### src/rtl/vec_lsu.sv
`timescale 1ns/1ps
`default_nettype none
// ============================================================================
//  Module   : vec_lsu
//  Purpose  : Vector load/store unit, initiator side of the word-addressed
//             data-memory port. Accepts one (base, stride, len) command,
//             issues one word access per cycle, gathers load lanes into
//             load_data or scatters store lanes taken from store_data.
//  Revision : 1.0  initial release
// ----------------------------------------------------------------------------
//  Ports
//    clk         in   clock
//    rst         in   synchronous reset, active low
//    start       in   command request, sampled only in IDLE
//    op          in   0 = load, 1 = store
//    base        in   word address of element 0
//    stride      in   two's-complement word-address increment per element
//    len         in   element count, values above VLEN clamp to VLEN
//    store_data  in   store lanes, lane i = bits [i*DW +: DW]
//    load_data   out  gathered load lanes
//    busy        out  command in progress (element cycles)
//    done        out  one-cycle completion pulse
//    err         out  sticky out-of-range flag for the last command
//    mem_addr    out  data-memory word address
//    mem_wdata   out  data-memory write data
//    mem_we      out  data-memory write enable
//    mem_re      out  data-memory read enable
//    mem_rdata   in   data-memory read data (combinational with addr/re)
// ============================================================================
module vec_lsu #(
  parameter int VLEN      = 8,
  parameter int DW        = 32,
  parameter int AW        = 32,
  parameter int MEM_DEPTH = 128
) (
  input  logic               clk,
  input  logic               rst,
  input  logic               start,
  input  logic               op,
  input  logic [AW-1:0]      base,
  input  logic [AW-1:0]      stride,
  input  logic [3:0]         len,
  input  logic [VLEN*DW-1:0] store_data,
  output logic [VLEN*DW-1:0] load_data,
  output logic               busy,
  output logic               done,
  output logic               err,
  output logic [AW-1:0]      mem_addr,
  output logic [DW-1:0]      mem_wdata,
  output logic               mem_we,
  output logic               mem_re,
  input  logic [DW-1:0]      mem_rdata
);

  localparam logic [3:0]    C_VLEN  = 4'(VLEN);
  localparam logic [AW-1:0] C_DEPTH = AW'(MEM_DEPTH);

  typedef enum logic [1:0] {
    ST_IDLE = 2'd0,
    ST_RUN  = 2'd1,
    ST_DONE = 2'd2
  } state_t;

  state_t r_state;
  state_t w_state_next;

  // Latched command
  logic          r_op;
  logic [AW-1:0] r_addr;
  logic [AW-1:0] r_stride;
  logic [3:0]    r_len;
  logic [3:0]    r_idx;
  logic          r_err;
  logic [DW-1:0] r_store_lane [VLEN];
  logic [DW-1:0] r_load_lane  [VLEN];

  logic [3:0]    w_len_clamp;
  logic          w_in_range;
  logic          w_last;
  logic [DW-1:0] w_wlane;

  assign w_len_clamp = (len > C_VLEN) ? C_VLEN : len;
  assign w_in_range  = (r_addr < C_DEPTH);
  assign w_last      = (r_idx == (r_len - 4'd1));

  // Lane mux for the store word of the current element.
  always_comb begin
    w_wlane = '0;
    for (int j = 0; j < VLEN; j++) begin
      if (r_idx == 4'(j)) begin
        w_wlane = r_store_lane[j];
      end
    end
  end

  // --------------------------------------------------------------------------
  // FSM state register
  // --------------------------------------------------------------------------
  always_ff @(posedge clk) begin
    if (!rst) begin
      r_state <= ST_IDLE;
    end else begin
      r_state <= w_state_next;
    end
  end

  // --------------------------------------------------------------------------
  // FSM next state and memory-port outputs
  // --------------------------------------------------------------------------
  always_comb begin
    w_state_next = r_state;
    busy         = 1'b0;
    done         = 1'b0;
    mem_addr     = '0;
    mem_wdata    = '0;
    mem_we       = 1'b0;
    mem_re       = 1'b0;

    case (r_state)
      ST_IDLE: begin
        if (start) begin
          w_state_next = (w_len_clamp != 4'd0) ? ST_RUN : ST_DONE;
        end
      end
      ST_RUN: begin
        busy     = 1'b1;
        mem_addr = r_addr;
        // Out-of-range elements still take their cycle but never strobe.
        mem_re   = !r_op && w_in_range;
        mem_we   =  r_op && w_in_range;
        if (r_op) begin
          mem_wdata = w_wlane;
        end
        if (w_last) begin
          w_state_next = ST_DONE;
        end
      end
      ST_DONE: begin
        done         = 1'b1;
        w_state_next = ST_IDLE;
      end
      default: begin
        w_state_next = ST_IDLE;
      end
    endcase

    // Reset silences the port in the very cycle it is asserted, so an access
    // that is in flight when reset arrives is never committed by the memory.
    if (!rst) begin
      busy      = 1'b0;
      done      = 1'b0;
      mem_addr  = '0;
      mem_wdata = '0;
      mem_we    = 1'b0;
      mem_re    = 1'b0;
    end
  end

  // --------------------------------------------------------------------------
  // Command latch, address walk and lane capture
  // --------------------------------------------------------------------------
  always_ff @(posedge clk) begin
    if (!rst) begin
      r_op     <= 1'b0;
      r_addr   <= '0;
      r_stride <= '0;
      r_len    <= '0;
      r_idx    <= '0;
      r_err    <= 1'b0;
      for (int j = 0; j < VLEN; j++) begin
        r_store_lane[j] <= '0;
        r_load_lane[j]  <= '0;
      end
    end else begin
      case (r_state)
        ST_IDLE: begin
          if (start) begin
            r_op     <= op;
            r_addr   <= base;
            r_stride <= stride;
            r_len    <= w_len_clamp;
            r_idx    <= '0;
            r_err    <= 1'b0;
            for (int j = 0; j < VLEN; j++) begin
              r_store_lane[j] <= store_data[j*DW +: DW];
              // A new load starts from a clean buffer so lanes >= len read 0;
              // a store leaves the previous load result untouched.
              if (!op) begin
                r_load_lane[j] <= '0;
              end
            end
          end
        end
        ST_RUN: begin
          // Element addresses are accumulated, never multiplied.
          r_addr <= r_addr + r_stride;
          r_idx  <= r_idx + 4'd1;
          if (!w_in_range) begin
            r_err <= 1'b1;
          end
          if (!r_op) begin
            for (int j = 0; j < VLEN; j++) begin
              if (r_idx == 4'(j)) begin
                r_load_lane[j] <= w_in_range ? mem_rdata : '0;
              end
            end
          end
        end
        default: begin
        end
      endcase
    end
  end

  assign err = r_err;

  for (genvar g = 0; g < VLEN; g++) begin : g_lane_pack
    assign load_data[g*DW +: DW] = r_load_lane[g];
  end

endmodule
`default_nettype wire

### config.mk
export PLATFORM = sky130hd
export DESIGN_NAME = vec_lsu
export DESIGN_NICKNAME = d
export VERILOG_FILES = /design/src/rtl/vec_lsu.sv
export SDC_FILE = /design/constraint.sdc
export NUM_CORES = 1
export LEC_CHECK = 0
export CELL_PAD_IN_SITES_DETAIL_PLACEMENT = 0
export CELL_PAD_IN_SITES_GLOBAL_PLACEMENT = 2
export CORE_UTILIZATION = 31
export CTS_CLUSTER_DIAMETER = 60
export DETAILED_ROUTE_END_ITERATION = 12
export GPL_TIMING_DRIVEN = 0
export PLACE_DENSITY = 0.81
export RECOVER_POWER = 50
export SLEW_MARGIN = 20
export SYNTH_ARGS = -nofsm -noshare
export SYNTH_HDL_FRONTEND = slang
export SYNTH_SLANG_ARGS = --single-unit
export TNS_END_PERCENT = 100
### constraint.sdc
create_clock -name clk -period 11.05 [get_ports clk]
set_clock_uncertainty 0.1 [all_clocks]
set_input_delay 2.21 -clock clk [delete_from_list [all_inputs] [get_ports clk]]
set_output_delay 2.21 -clock clk [all_outputs]
set_load 0.01 [all_outputs]
=== Yosys cells after proc, flatten, opt, wreduce, memory -nomap -nowiden ===
Memories as Yosys holds them, arrays and structs flattened.
Cells that the tools add are included.

* Bits in registers: 76
* Latch bits: 0
* RAM bits: 512
* Memory bits (read-only): 0
* Input port bits: 360
* Output and inout port bits: 325
* Word-level logic and storage cells: 170
* Memories kept: 2

{| class="wikitable"
|+ Memory list
! memory !! depth !! width !! rd ports !! clocked after memory_dff !! wr ports !! RTL line !! text
|-
| r_load_lane || 8 || 32 || 8 || 0 || 8 || 75 || <nowiki>logic [DW-1:0] r_load_lane [VLEN];</nowiki>
|-
| r_store_lane || 8 || 32 || 8 || 0 || 8 || 74 || <nowiki>logic [DW-1:0] r_store_lane [VLEN];</nowiki>
|}

* Add/sub/neg operators: 3
* Multipliers: 0
* Div/mod/pow operators: 0
* Order comparisons: 2
* Equality and inequality tests: 13
* Shift operators: 0
* Muxes and demuxes: 108
* Bitwise logic cells: 24
* Reductions and logical operators: 11

{| class="wikitable"
|+ Operators with widths
! operator !! number
|-
| $mux 32 || 39
|-
| $pmux 32 s2 || 1
|-
| $mux 1 || 60
|-
| $add 32x32->32 || 1
|-
| $lt 32x8->1 const B || 1
|-
| $or 1x1->1 || 24
|-
| $eq 4x3->1 const B || 4
|-
| $eq 4x2->1 const B || 2
|-
| $mux 4 || 2
|-
| $pmux 4 s2 || 1
|-
| $mux 2 || 3
|-
| $ne 2x2->1 const B || 3
|-
| $reduce_and 2->1 || 3
|-
| $add 4x1->4 const B || 1
|-
| $eq 4x1->1 const B || 1
|-
| $eq 4x4->1 || 1
|-
| $gt 4x4->1 const B || 1
|-
| $logic_not 4->1 || 1
|-
| $pmux 2 s2 || 1
|-
| $reduce_bool 4->1 || 1
|-
| $sub 4x1->4 const B || 1
|-
| $reduce_and 3->1 || 1
|-
| $eq 2x1->1 const B || 1
|-
| $eq 2x2->1 const B || 1
|-
| 5 further kinds || 6
|}

=== Depth between registers and ports, before layout ===
* Depth in word-level cells: 12
* Mapped depth: 12

=== Worst setup path after synthesis ===
No wires, ideal clock.

* Path type: input -> register
* From: input start
* To: memory r_store_lane[0][0] (enable)
* Library setup time: 1.962 ns
* Data arrival time: 7.200 ns
* Required time: 8.988 ns
* Path slack: 1.788 ns
* Cell stages on the path: 5
* Path through: nand2_1 or2_2 clkbuf_1 clkbuf_1 nand2_1

{| class="wikitable"
|+ RTL lines
! element !! RTL line !! text
|-
| start: declaration || 38 || <nowiki>input logic start,</nowiki>
|-
| end: declaration || 74 ||
|}

=== Final worst setup path ===
* From: input rst
* To: output mem_wdata[3]

* Word-level cells in the longest chain between the ends: 1

{| class="wikitable"
|+ Ends and longest elaborated chain
! element !! RTL line !! text
|-
| start: declaration || 37 || <nowiki>input logic rst,</nowiki>
|-
| $mux 32 || 149 || <nowiki>if (!rst) begin</nowiki>
|-
| end: declaration || 49 || <nowiki>output logic [DW-1:0] mem_wdata,</nowiki>
|}

Every way passes these cells.

==> results by group <==
CTS
  • # resized after CTS: 0
  • Hold buffer count at cts: 0
  • Post-CTS Setup Bufs: 0
  • Num CTS Buffers: 72
  • Clock Tree Root: clkbuf_16
  • Clock Tree Buf Depth: 3
  • CTS tree: done
  • Clk_lat worst skew: between 0.6 and 0.7 ns
  • Reg clk slew, reported paths: roughly 0.06 ns
  • Sink Count: ~600
  • Htree depth: 3

Setup path
  • Critical path peak fanout: 9
  • Crit end category: output pin
  • WP data arrival: between 5 and 6 ns
  • Cells along the critical path: clkbuf_1 > nand2_1 > inv_2 > nand2_2 > nor3b_4 > a22oi_1 > o21ai_0 > clkdlybuf4s50_1
  • CP Launch Type: input pin
  • CP Class: in -> out
  • Crit path max-delay cell type: clkdlybuf4s50_1
  • CP delay by family, top: buffers and inverters
  • Buffers and inverters on the worst path: 3
  • Critical Path RT: 8.74 ns
  • Biggest cell delay along the critical path: about 0.74 ns

Die
  • Starting Density: around a third
  • Row cnt: approximately 110
  • Die area: approximately 84000 sq um
  • Die Y: between 200 and 300 microns
  • Die Wd: 291 microns
  • I/O Pins: just under 700
  • Core ar.: between 80000 and 90000 sq um

Logic synthesis
  • Synth Flop Type: edfxtp_1
  • Yosys cell types: 66
  • Post-synthesis cell count: roughly 2300
  • #FFs+latches synth: ~590
  • Syn Nets: 2669
  • FFs w/ async S/R, synth: 0%
  • EDFF count, synth: 480
  • Syn_area_per_cell: ~11 sq um
  • Mapped Area: around 26000 sq um
  • Register area share after synthesis: ~64%
  • YS warnings: 0

STA
  • Worst-Margin Slew: about 1.0 ns
  • # setup viols final: 0
  • Crit path time final: 7.54 ns
  • Unrepaired setup endpoints after global routing: false
  • Rel. slew slack: 30.8%
  • Slew Limit Fails: 0
  • Final period util: approximately two thirds
  • Smallest hold slack: approximately 0.38 ns
  • Final Hold Viols: 0
  • Max frequency: around 130 MHz
  • Worst setup margin: about 3.5 ns

Global routing
  • First-pass GRT wire length: around 150 mm
  • Initial antenna violation count: 31
  • Vias in the first global route: 21416
  • Largest net degree at the start of global routing: just under 60
  • Grt ovf: 0
  • GRT Util Overall: approximately a quarter

Power
  • Leak Pwr: 14.3 nW
  • PD cells: about 160 nW/um^2
  • Peak VDD IR: between 0.1 and 0.15 mV
  • Total power: just under 6 mW

Flow run
  • Max-Cap Viols: 0

Place
  • Port-buffer cells: between 600 and 700
  • HPWL after detailed placement: 84.9 mm
  • RD Place Congestion: around 0.94
  • Post-Place Cells: ~4000
  • Dpl ws: 3.52 ns

Routing
  • Wire length per cell: between 20 and 30 microns
  • Met3 Wirelength: roughly 7.7 mm
  • Metal-1 WL: ~42 mm
  • # DRC: 0
  • Uppermost layer routed: met5
  • Vias: between 20000 and 25000
  • 1st-pass router iterations: 7
  • Routed vias/inst: ~5.1
  • Drt first-iter violations: roughly 1600
  • Final WL: about 110 mm
  • Routed Antenna Nets: 0
  • Wire length on met2: 52.2 mm

Final layout
  • Share of layout cells above drive strength 1: under 10%
  • # fillers: between 7000 and 8000
  • Cell Count, Final, Fillers Out: about 4200
  • Total Nets Final: ~3400
  • Synth-to-layout area growth: 42.8%
  • Register area: ~17000 sq um
  • Core Util, Final: between 40% and 50%
  • Area occupied by multi-input gates: 8540 sq um

Hold path
  • Worst hold path type: reg -> reg

Status
  • Outcome: finished, final reports clean
-- state kept, by name (all words and copies together), names as in the netlist --
register and count:
r_load_lane 256, r_store_lane 256, r_addr 32, r_stride 32, r_idx 4, r_len 4, r_state 2, err 1
r_op 1
-- cell usage after synthesis, types with 4 or more instances --
master,n,area share [%]
a21o_1,12,0.35
ha_1,36,1.7
o221ai_1,6,0.20
nor4_1,7,0.17
nand3_1,19,0.37
nand3b_1,36,1.0
o211ai_1,6,0.17
edfxtp_1,480,56
a211oi_1,8,0.23
xor2_1,11,0.37
a21oi_1,118,2.3
or3_1,6,0.15
nor3_1,11,0.21
o21bai_1,6,0.17
a21oi_2,6,0.20
dfxtp_1,108,8.4
nand4_1,9,0.22
o21ai_0,108,2.1
a22o_1,9,0.31
inv_1,8,0.12
and2_1,72,1.7
o22ai_1,6,0.15
a211oi_2,4,0.19
buf_1,11,0.16
buf_4,4,0.12
o21ai_1,9,0.17
nor2b_1,8,0.19
a32oi_1,32,1.1
buf_2,31,0.60
a21boi_0,44,1.3
clkbuf_1,128,1.9
o21a_1,6,0.17
nand2b_1,4,0.097
nor2_1,292,4.2
nand2_1,258,3.7
xnor2_1,25,0.85
and3_1,229,5.5
a22oi_1,60,1.7
-- area by class of cell --
type / instances / share of cell area [%]
Sequential cell: 588 / 44.9
Multi-Input combinational cell: 1498 / 23.2
Timing Repair Buffer: 698 / 19.4
Clock buffer: 85 / 5.02
Tap cell: 1070 / 3.63
Buffer: 175 / 1.90
Clock inverter: 48 / 1.75
Antenna cell: 19 / 0.129
Inverter: 11 / 0.112
-- per-stage QoR --
step,cell area [sq um],TNS (ns)
floorplan,25800,0
finish,36900,0
CTS,36900,0
global route,36900,0
detailed placement,34400,0
global placement,34000,-565.73
-- cell families (layout without fill, tap and decap cells) --
logic type,Yosys count,in the layout,synth area share [%]
simple gates,961,961,18.1
flops,588,588,64.2
compound gates,463,463,11.7
buf+inv,186,1017,2.94
fa+ha+maj,37,37,1.82
xor+xnor,36,36,1.22
mux,1,1,0.0388
other cells,0,19,0
-- worst paths after layout --
kind,startpoint,end,slack (ns),cells after the start
worst max-delay path,rst,mem_wdata[3],3.51,8
worst min-delay path,r_stride[6],r_stride[6],0.38,2
worst max register to register,r_idx[1],r_load_lane[0][80],7.23,7
worst min register to register,r_stride[6],r_stride[6],0.38,2
-- cells in the final DEF, fill, tap and decap left out, types with 25 or more instances in the layout --
cell type	instances
clkbuf_1	158
a21boi_0	44
ha_1	36
and2_0	41
nor2_1	293
dfxtp_1	108
nand2_1	252
a22oi_1	60
o21ai_0	111
nand3b_1	36
clkdlybuf4s50_1	425
clkbuf_16	72
a21oi_1	118
and2_1	31
edfxtp_1	480
a32oi_1	32
dlygate4sd3_1	258
and3_1	229
xnor2_1	25
-- worst reg2reg max path, stage by stage (launching register included) --
cell and delay [ns]:
dfxtp_1 0.50, ha_1 0.35, buf_1 0.41, buf_1 0.57, nand3_1 0.54, clkbuf_1 0.41, nand2_2 0.35, buf_12 0.25
-- power by group --
part           switching (mW)  leakage (nW)  internal (mW)
clock network            1.03          1.19           1.45
registers              0.0695          6.01           2.58
logic                   0.461          7.12          0.348
total                    1.56          14.3           4.37
-- layer usage --
layer	up-vias	global-route usage, %
met5	-	0
met4	18	11.1
met3	190	5.86
met1	10454	29.6
li1	9855	-
met2	876	42.2
Power figures use the tool's default switching activity.
